**config.mk**
```make
export PLATFORM = sky130hd
export DESIGN_NAME = mmu_itlb_cached
export DESIGN_NICKNAME = d
export VERILOG_FILES = /design/src/rtl/mmu_itlb_cached_pkg.sv /design/src/rtl/mmu_itlb_cached_cam.sv /design/src/rtl/mmu_itlb_cached.sv
export SDC_FILE = /design/constraint.sdc
export NUM_CORES = 1
export LEC_CHECK = 0
export ABC_AREA = 1
export BUFFER_PORTS_ARGS = -buffer_cell sky130_fd_sc_hd__buf_4
export CAP_MARGIN = 20
export CORE_AREA = 5 5 214 112
export CTS_CLUSTER_SIZE = 40
export DETAILED_ROUTE_END_ITERATION = 10
export DIE_AREA = 0 0 219 117
export GPL_ROUTABILITY_DRIVEN = 0
export MAX_ROUTING_LAYER = met4
export PLACE_DENSITY = 0.76
export SYNTH_ARGS = -nofsm -noshare
export SYNTH_HDL_FRONTEND = slang
export SYNTH_SLANG_ARGS = --single-unit
```
**constraint.sdc**
```tcl
create_clock -name clk -period 6.1 [get_ports clk]
set_input_delay 0.915 -clock clk [delete_from_list [all_inputs] [get_ports clk]]
set_output_delay 0.915 -clock clk [all_outputs]
set_load 0.02 [all_outputs]
```
**src/rtl/mmu_itlb_cached_pkg.sv**
```systemverilog
// Shared definitions for the instruction MMU: FSM states, segment constants,
// cache attribute encoding and uTLB entry field widths.
package mmu_itlb_cached_pkg;

  typedef enum logic [1:0] {
    ST_IDLE  = 2'd0,
    ST_QUERY = 2'd1,
    ST_RESP  = 2'd2
  } state_e;

  localparam int TAG_W  = 20;
  localparam int ASID_W = 8;
  localparam int PFN_W  = 20;
  localparam int C_W    = 3;

  localparam logic [31:0]    KSEG0_BASE        = 32'h8000_0000;
  localparam logic [31:0]    KSEG1_BASE        = 32'hA000_0000;
  localparam logic [31:0]    DMAP_MASK         = 32'h1FFF_FFFF;
  localparam logic [C_W-1:0] CACHE_ATTR_CACHED = 3'd3;

  // kseg0 and kseg1 together form the unmapped 0x8000_0000-0xBFFF_FFFF window
  function automatic logic is_direct(input logic [31:0] va);
    return va[31:30] == KSEG0_BASE[31:30];
  endfunction

  function automatic logic is_kseg1(input logic [31:0] va);
    return va[31:29] == KSEG1_BASE[31:29];
  endfunction

endpackage

```
**src/rtl/mmu_itlb_cached_cam.sv**
```systemverilog
// utlb_cam: parallel tag+asid compare across all uTLB entries, returning the
// hit vector, the selected pfn/c and the lowest-index invalid slot.
import mmu_itlb_cached_pkg::*;

module utlb_cam #(
  parameter int N  = 4,
  parameter int IW = $clog2(N)
) (
  input  logic [N-1:0]             i_vld,
  input  logic [N-1:0][TAG_W-1:0]  i_tag,
  input  logic [N-1:0][ASID_W-1:0] i_asid,
  input  logic [N-1:0][PFN_W-1:0]  i_pfn,
  input  logic [N-1:0][C_W-1:0]    i_c,
  input  logic [TAG_W-1:0]         i_q_tag,
  input  logic [ASID_W-1:0]        i_q_asid,
  output logic                     o_hit,
  output logic [N-1:0]             o_hit_vec,
  output logic [PFN_W-1:0]         o_pfn,
  output logic [C_W-1:0]           o_c,
  output logic                     o_inv_any,
  output logic [IW-1:0]            o_inv_idx
);

  for (genvar g = 0; g < N; g++) begin : g_cmp
    assign o_hit_vec[g] = i_vld[g] && (i_tag[g] == i_q_tag) && (i_asid[g] == i_q_asid);
  end

  assign o_hit = |o_hit_vec;

  // Fills only follow a miss on the same tag+asid, so the hit vector is one-hot
  always_comb begin
    o_pfn = '0;
    o_c   = '0;
    for (int i = 0; i < N; i++) begin
      if (o_hit_vec[i]) begin
        o_pfn = o_pfn | i_pfn[i];
        o_c   = o_c | i_c[i];
      end
    end
  end

  always_comb begin
    o_inv_any = ~&i_vld;
    o_inv_idx = '0;
    for (int i = N - 1; i >= 0; i--) begin
      if (!i_vld[i]) o_inv_idx = IW'(i);
    end
  end

endmodule

```
**src/rtl/mmu_itlb_cached.sv**
```systemverilog
// Instruction-side MMU with a fully-associative uTLB in front of the main TLB.
// Optional macro ITLB_CACHE_ATTR_EN stores the cache attribute and drives uncached.
import mmu_itlb_cached_pkg::*;

module mmu_itlb_cached #(
  parameter int TLBNUM       = 16,
  parameter int UTLB_NUM     = 4,
  parameter int VICTIM_WIDTH = $clog2(UTLB_NUM)
) (
  input  logic                      clk,
  input  logic                      rst,
  input  logic                      en,
  input  logic [31:0]               vaddr,
  input  logic [7:0]                asid,
  input  logic                      flush,
  output logic                      ready,
  output logic [31:0]               psyaddr,
  output logic                      uncached,
  output logic                      is_tlb_refill_tlbl,
  output logic                      is_tlb_invalid_tlbl,
  output logic [18:0]               s_vpn,
  output logic                      s_odd,
  output logic [7:0]                s_asid,
  input  logic                      s_found,
  input  logic [$clog2(TLBNUM)-1:0] s_index,
  input  logic [19:0]               s_pfn,
  input  logic [2:0]                s_c,
  input  logic                      s_d,
  input  logic                      s_v
);

  state_e                              r_state;
  logic [UTLB_NUM-1:0]                 r_vld;
  logic [UTLB_NUM-1:0][TAG_W-1:0]      r_tag;
  logic [UTLB_NUM-1:0][ASID_W-1:0]     r_asid;
  logic [UTLB_NUM-1:0][PFN_W-1:0]      r_pfn_arr;
  logic [VICTIM_WIDTH-1:0]             r_ptr;
  logic                                r_found;
  logic                                r_v;
  logic [PFN_W-1:0]                    r_pfn;
  logic [UTLB_NUM-1:0][C_W-1:0]        w_c_arr;

  logic                                w_hit;
  logic [UTLB_NUM-1:0]                 w_hit_vec;
  logic [PFN_W-1:0]                    w_cam_pfn;
  logic [C_W-1:0]                      w_cam_c;
  logic                                w_inv_any;
  logic [VICTIM_WIDTH-1:0]             w_inv_idx;
  logic [VICTIM_WIDTH-1:0]             w_victim;
  logic                                w_direct;
  logic                                w_idle_ok;
  logic                                w_resp_ok;
  logic                                w_fill;
  logic                                w_unused;

`ifdef ITLB_CACHE_ATTR_EN
  logic [UTLB_NUM-1:0][C_W-1:0]        r_c_arr;
  logic [C_W-1:0]                      r_c;
  assign w_c_arr  = r_c_arr;
  assign w_unused = ^{s_index, s_d, w_hit_vec};
`else
  assign w_c_arr  = '0;
  assign w_unused = ^{s_index, s_d, w_hit_vec, s_c, w_cam_c};
`endif

  assign s_vpn  = vaddr[31:13];
  assign s_odd  = vaddr[12];
  assign s_asid = asid;

  utlb_cam #(.N(UTLB_NUM), .IW(VICTIM_WIDTH)) u_cam (
    .i_vld     (r_vld),
    .i_tag     (r_tag),
    .i_asid    (r_asid),
    .i_pfn     (r_pfn_arr),
    .i_c       (w_c_arr),
    .i_q_tag   (vaddr[31:12]),
    .i_q_asid  (asid),
    .o_hit     (w_hit),
    .o_hit_vec (w_hit_vec),
    .o_pfn     (w_cam_pfn),
    .o_c       (w_cam_c),
    .o_inv_any (w_inv_any),
    .o_inv_idx (w_inv_idx)
  );

  assign w_direct = is_direct(vaddr);
  assign w_victim = w_inv_any ? w_inv_idx : r_ptr;
  assign w_fill   = (r_state == ST_QUERY) && s_found && s_v && !flush;

  always_ff @(posedge clk) begin
    if (rst) begin
      r_state <= ST_IDLE;
      r_vld   <= '0;
      r_ptr   <= '0;
      r_found <= 1'b0;
      r_v     <= 1'b0;
      r_pfn   <= '0;
`ifdef ITLB_CACHE_ATTR_EN
      r_c     <= '0;
`endif
    end else begin
      case (r_state)
        ST_IDLE:  if (en && !w_direct && !w_hit) r_state <= ST_QUERY;
        ST_QUERY: begin
          r_found <= s_found;
          r_v     <= s_v;
          r_pfn   <= s_pfn;
`ifdef ITLB_CACHE_ATTR_EN
          r_c     <= s_c;
`endif
          r_state <= flush ? ST_IDLE : ST_RESP;
        end
        default:  r_state <= ST_IDLE;
      endcase
      if (w_fill) begin
        r_vld[w_victim]     <= 1'b1;
        r_tag[w_victim]     <= vaddr[31:12];
        r_asid[w_victim]    <= asid;
        r_pfn_arr[w_victim] <= s_pfn;
`ifdef ITLB_CACHE_ATTR_EN
        r_c_arr[w_victim]   <= s_c;
`endif
        // pointer only moves when every slot was already occupied
        if (!w_inv_any)
          r_ptr <= (r_ptr == VICTIM_WIDTH'(UTLB_NUM - 1)) ? '0 : r_ptr + VICTIM_WIDTH'(1);
      end
      if (flush) r_vld <= '0;
    end
  end

  assign w_idle_ok = !rst && (r_state == ST_IDLE) && en && (w_direct || w_hit);
  assign w_resp_ok = !rst && (r_state == ST_RESP) && en && !flush;

  assign ready               = w_idle_ok || w_resp_ok;
  assign is_tlb_refill_tlbl  = w_resp_ok && !r_found;
  assign is_tlb_invalid_tlbl = w_resp_ok && r_found && !r_v;

  always_comb begin
    psyaddr = '0;
    if (w_idle_ok)
      psyaddr = w_direct ? (vaddr & DMAP_MASK) : {w_cam_pfn, vaddr[11:0]};
    else if (w_resp_ok && r_found && r_v)
      psyaddr = {r_pfn, vaddr[11:0]};
  end

`ifdef ITLB_CACHE_ATTR_EN
  always_comb begin
    uncached = 1'b0;
    if (w_idle_ok)
      uncached = w_direct ? is_kseg1(vaddr) : (w_cam_c != CACHE_ATTR_CACHED);
    else if (w_resp_ok && r_found && r_v)
      uncached = (r_c != CACHE_ATTR_CACHED);
  end
`else
  assign uncached = 1'b0;
`endif

endmodule

```
Yosys cells after proc, flatten, opt, wreduce, memory -nomap -nowiden
Index checks and enable logic that the tools add are counted.
Storage, ports and cells
  bits in registers: 222
Cells by class
  $lt $le $gt $ge: 2
  equality and inequality tests: 13
  bitwise gates (word level): 5
  $add $sub $neg: 1
  multiplexer cells: 25
  reduce and logical (&&, ||, !) cells: 38
Operators by type and width (number)
  bitwise mux 80 bit: 2
  2-to-1 mux 20 bit: 5
  2-to-1 mux 32 bit: 3
  equality test 20 bit: 4
  OR 20 bit: 3
  demux 20 bit (select 2 bit): 1
  bitwise mux 32 bit: 1
  equality test 8 bit: 4
  logical AND 1 bit: 24
  demux 8 bit (select 2 bit): 1
  2-to-1 mux 2 bit: 8
  2-to-1 mux 8 bit: 1
  equality test 2 bit (second input constant): 3
  logical NOT 1 bit: 6
  AND reduction 5 bit: 1
  OR 4 bit: 1
  one-hot mux 2 bit (2 select lines): 1
  AND reduction 4 bit: 1
  OR reduction 4 bit: 1
  less-than comparator 2 x 3 -> 1 bit (second input constant): 1
  adder 2 x 1 -> 2 bit (second input constant): 1
  demux 1 bit (select 2 bit): 1
  equality test 2 x 1 -> 1 bit (second input constant): 1
  greater-or-equal comparator 2 x 1 -> 1 bit (second input constant): 1
  7 further kinds: 8

Logic depth before layout (Yosys ltp)
  depth after elaboration: 12
  gate-level depth with buffers: 15

Cells and area by module
A second synthesis with hierarchy kept.
Unflattened totals
  cells, all modules: 1212
  area total of the unflattened synthesis: 11115.7 sq um
By module, submodules not included
  mmu_itlb_cached: cells each 523, instances 1, seq. area each 6366.1 sq um, area each 7902.6 sq um
  utlb_cam: cells each 689, instances 1, seq. area each 0.0 sq um, area each 3213.1 sq um

Worst setup path before layout
No wires, ideal clock.
  kind: input-to-reg
  from: in s_v
  to: reg r_asid[10] in the netlist's numbering (enable)
  stages on the path: 5
  data arrival time: 5.913 ns
  slack: -0.386 ns
  setup time: 0.573 ns
  cells stage by stage: inv_1 > nor2_1 > and3_1 > inv_1 > nor4_1
Between the ends
  longest elaborated chain between the ends: 3
RTL lines
  start: declaration: RTL line mmu_itlb_cached.sv:29  | input logic s_v
  logical AND 1 bit (2 in a row): RTL line mmu_itlb_cached.sv:88  | assign w_fill = (r_state == ST_QUERY) && s_found && s_v && !flush;
  AND reduction 2 bit (no line)
  end signal: indexed assignment: RTL line mmu_itlb_cached.sv:118  | r_asid[w_victim] <= asid;
  end: declaration: RTL line mmu_itlb_cached.sv:35  | logic [UTLB_NUM-1:0][ASID_W-1:0] r_asid;
Every way passes these cells.
A chain may end at the register's enable or synchronous reset.

Final worst setup path
  from: in vaddr[20]
  to: out psyaddr[12]
Between the ends
  longest elaborated chain between the ends: 12
RTL lines
  start: declaration: RTL line mmu_itlb_cached.sv:13  | input logic [31:0] vaddr,
  equality test 20 bit: RTL line mmu_itlb_cached_cam.sv:25  | assign o_hit_vec[g] = i_vld[g] && (i_tag[g] == i_q_tag) && (i_asid[g] == i_q_asid);
  logical AND 1 bit (2 in a row): RTL line mmu_itlb_cached_cam.sv:25
  2-to-1 mux 20 bit: RTL line mmu_itlb_cached_cam.sv:35  | if (o_hit_vec[i]) begin
  OR 20 bit: RTL line mmu_itlb_cached_cam.sv:36  | o_pfn = o_pfn | i_pfn[i];
  2-to-1 mux 20 bit: RTL line mmu_itlb_cached_cam.sv:35
  OR 20 bit: RTL line mmu_itlb_cached_cam.sv:36
  2-to-1 mux 20 bit: RTL line mmu_itlb_cached_cam.sv:35
  OR 20 bit: RTL line mmu_itlb_cached_cam.sv:36
  2-to-1 mux 20 bit: RTL line mmu_itlb_cached_cam.sv:35
  2-to-1 mux 32 bit: RTL line mmu_itlb_cached.sv:141  | psyaddr = w_direct ? (vaddr & DMAP_MASK) : {w_cam_pfn, vaddr[11:0]};
  2-to-1 mux 32 bit *: RTL line mmu_itlb_cached.sv:140  | if (w_idle_ok)
  end: declaration: RTL line mmu_itlb_cached.sv:17  | output logic [31:0] psyaddr,
Every way passes the cells marked *; elsewhere a longest branch is shown, timed or not.

==> results.sh <==
export IMPL_initial_core_util_pct=51.7
export IMPL_finish_instance_area_mm2=0.0132
export IMPL_finalNonFillerCells=1771
export IMPL_ys_flop_type="edfxtp_1"
export IMPL_async_set_or_reset_register_ratio_after_synthesis_pct=0
export IMPL_cts_made_buffers=21
export IMPL_floorplan_core_area_mm2=0.0222
export IMPL_vdd_ir_drop_max_mv=0.185
export IMPL_pre_cts_ws_ns=1.89
export IMPL_swShare_pct=24.0
export IMPL_number_of_buffers_between_clock_root_and_the_deepest_sink=3
export IMPL_io_pins=138
export IMPL_drt_wl_total_mm=35.8
export IMPL_finalWorstPathRequiredPeriod_ns=4.37
export IMPL_synthesized_area_per_cell_um2=8.52
export IMPL_power_clock_fraction_pct=40.3
export IMPL_cts_tree="done"
export IMPL_die_area_mm2=0.0256
export IMPL_setup_tns_final_ns=0
export IMPL_hold_viol=0
export IMPL_clkSlewWorstSetupHoldPaths_ns=0.06
export IMPL_fmax_mhz=229
export IMPL_syn_inst=1343
export IMPL_setup_violations=0
export IMPL_worst_path_arrival_time_ns=3.46
export IMPL_synth_commonest_cells="nand2_1, edfxtp_1, nor2_1"
export IMPL_cts_resized_gates=0
export IMPL_combinational_cell_fraction_of_total_power_pct=8.5
export IMPL_vias=9834
export IMPL_ant_nets=0
export IMPL_post_route_cells_drive_above_1_share_pct=16.2
export IMPL_ctsRootBufferMaster="clkbuf_16"
export IMPL_vias_in_the_first_global_route=8744
export IMPL_critical_path_class="input pin to output pin"
export IMPL_netlist_top_cell_by_area="edfxtp_1"
export IMPL_timing_hold_worst_class="register to register"
export IMPL_detail_route_drc_violations=0
export IMPL_rsz0062_at_grt="false"
export IMPL_cp_end_kind="output pin"
export IMPL_postLayoutSetupSlackWorst_ns=1.73
export IMPL_synth_most_common_cell="nand2_1"
export IMPL_internal_power_mw=2.47
export IMPL_die_width_um=219
export IMPL_core_rowCount=39
export IMPL_post_route_util_pct=59.6
export IMPL_synth_enable_flop_cells=192
export IMPL_finish_net_count=1521
export IMPL_post_synth_top_area_fraction_pct=50.4
export IMPL_finalHoldWorstSlack_ns=0.457
export IMPL_power_per_cell_area_mw_per_mm2=246
export IMPL_p_seq_share_pct=51.2
export IMPL_worstSkewPairLatency_ns=0.53
export IMPL_synthDistinctLibCells=38
export IMPL_worst_pin_slew_ns=1.07
export IMPL_ys_top_cells_by_area="edfxtp_1, nand2_1, dfxtp_1, nor2_1, inv_1"
export IMPL_synth_seq_area_share_pct=55.6
export IMPL_critPathLaunchType="input pin"
export IMPL_crit_required_ns=5.18
export IMPL_cap_viol_max_count=0
export IMPL_dp_cells=1730
export IMPL_numClockSinks=222
export IMPL_hpwlAfterDp_mm=26.3
export IMPL_timing_max_slew_rel_slack_pct=28.9
export IMPL_portBuffers=128
export IMPL_netlist_area_before_placement_mm2=0.0114
export IMPL_synth_nets=1418
export IMPL_ys_warn_count=0
export IMPL_wire_length_of_the_first_global_routing_pass_mm=52.7
export IMPL_dpl_instance_area_mm2=0.0125
export IMPL_detail_route_vias_per_cell=5.55
export IMPL_power_static_leakage_nw=5.75
export IMPL_gr_usage_all_layers_pct=28.4
export IMPL_fp_dieH_um=117
export IMPL_grt_antenna_before_repair=2
export IMPL_final_period_utilization_pct=71.7
export IMPL_largest_net_degree_at_the_start_of_global_routing=49
export IMPL_final_max_slew_viol_count=0
export IMPL_cts_post_setup_buffers_inserted=0
export IMPL_drtIter0Drc=1638
export IMPL_synth_ff_latch_count=222
export IMPL_grt_ovfl_total=0
export IMPL_clock_skew_final_ns=0.00953
export IMPL_postCtsHoldBufs=0
export IMPL_cp_max_fo=17
export IMPL_synthToLayoutAreaGrowth_pct=15.4
export IMPL_run_status="finished, final reports clean"
export IMPL_cts_htree_levels=1
export IMPL_post_layout_total_power_mw=3.24
export IMPL_avgRoutedWirePerCell_um=20.2
export IMPL_drtPass1Iterations=8
export IMPL_power_net_switching_uw=778
-- routing by layer --
layer / vias to the layer above / routed length [µm] / GRT usage, %
met4: 0 / 399 / 3.93
met1: 4531 / 15700 / 42.2
met2: 725 / 13400 / 35.4
met3: 45 / 6390 / 13.8
li1: 4533 / - / -
met5: - / 0 / -
-- power by group through the flow --
stage,Combinational (mW),Clock (mW),Sequential (mW)
CTS,0.263,1.32,1.66
detailed placement,0.262,0,1.70
finish,0.274,1.31,1.66
global placement,0.257,0,1.69
floorplan,0.145,0,1.69
global route,0.293,1.38,1.66
-- worst paths after layout --
check                          from                       to  slack (ns)  cells past startpoint
max                       vaddr[20]              psyaddr[12]        1.73                     12
min reg2reg  r_pfn[11]$_SDFFE_PP0N_   r_pfn[11]$_SDFFE_PP0N_        0.46                      2
max reg2reg   r_vld[0]$_SDFFE_PP0P_  r_pfn_arr[76]$_DFFE_PP_        2.90                      9
min          r_pfn[11]$_SDFFE_PP0N_   r_pfn[11]$_SDFFE_PP0N_        0.46                      2
-- sequential cells by signal, indices dropped and copies added (netlist names), 2 cells and up --
register and cells:
r_asid 32, r_pfn 20, r_pfn_arr 80, r_ptr 2
r_state 2, r_tag 80, r_vld 4
-- area by class of cell --
type / count / area (µm²)
fillers: 1944 / 8950
flip-flops and latches: 222 / 6370
multi-input cells: 878 / 4050
repair buffers: 136 / 1020
inverters: 187 / 702
clock buffers: 30 / 629
well taps: 307 / 384
clock inverters: 8 / 46.3
diodes: 3 / 7.51
-- critical path: stages --
cell and delay (ns):
buf_4 0.16, inv_2 0.09, nand2_1 0.23, nand4_1 0.11
nor2_1 0.29, nand2_1 0.11, nor2_2 0.81, nand3_1 0.16
nand3_1 0.14, nor2_1 0.05, o21bai_1 0.20, buf_4 0.18
-- kinds of logic (layout without fill, tap and decap cells) --
| group | after synthesis | after routing | share of synthesized area, % |
|---|---|---|---|
| and+or+nand+nor | 781 | 781 | 29.2 |
| buffers and inverters | 243 | 361 | 9.45 |
| DFF | 222 | 222 | 55.6 |
| AOI/OAI and AO/OA | 80 | 80 | 4.47 |
| xor gates and xnor gates | 15 | 15 | 1.15 |
| adders and majority gates | 1 | 1 | 0.109 |
| other | 1 | 4 | 0.0328 |
-- cells in the final DEF, fill, tap and decap left out, types with 2 or more instances in the layout --
cell type and n:
a21boi_0 3, a21boi_1 9, a21oi_1 23, and3_1 2, buf_4 136, clkbuf_1 2, clkbuf_16 21, clkbuf_8 7
clkinv_1 7, clkinv_2 5, dfxtp_1 30, diode_2 3, edfxtp_1 192, inv_1 156, inv_2 25, inv_6 2
nand2_1 428, nand3_1 113, nand3_2 7, nand3b_1 2, nand4_1 41, nor2_1 155, nor2_2 11, nor2_4 6
nor3_1 7, nor4_4 2, o21ai_0 27, o21bai_1 8, o21bai_2 9, xnor2_1 11, xor2_1 4
Power figures use the tool's default switching activity.
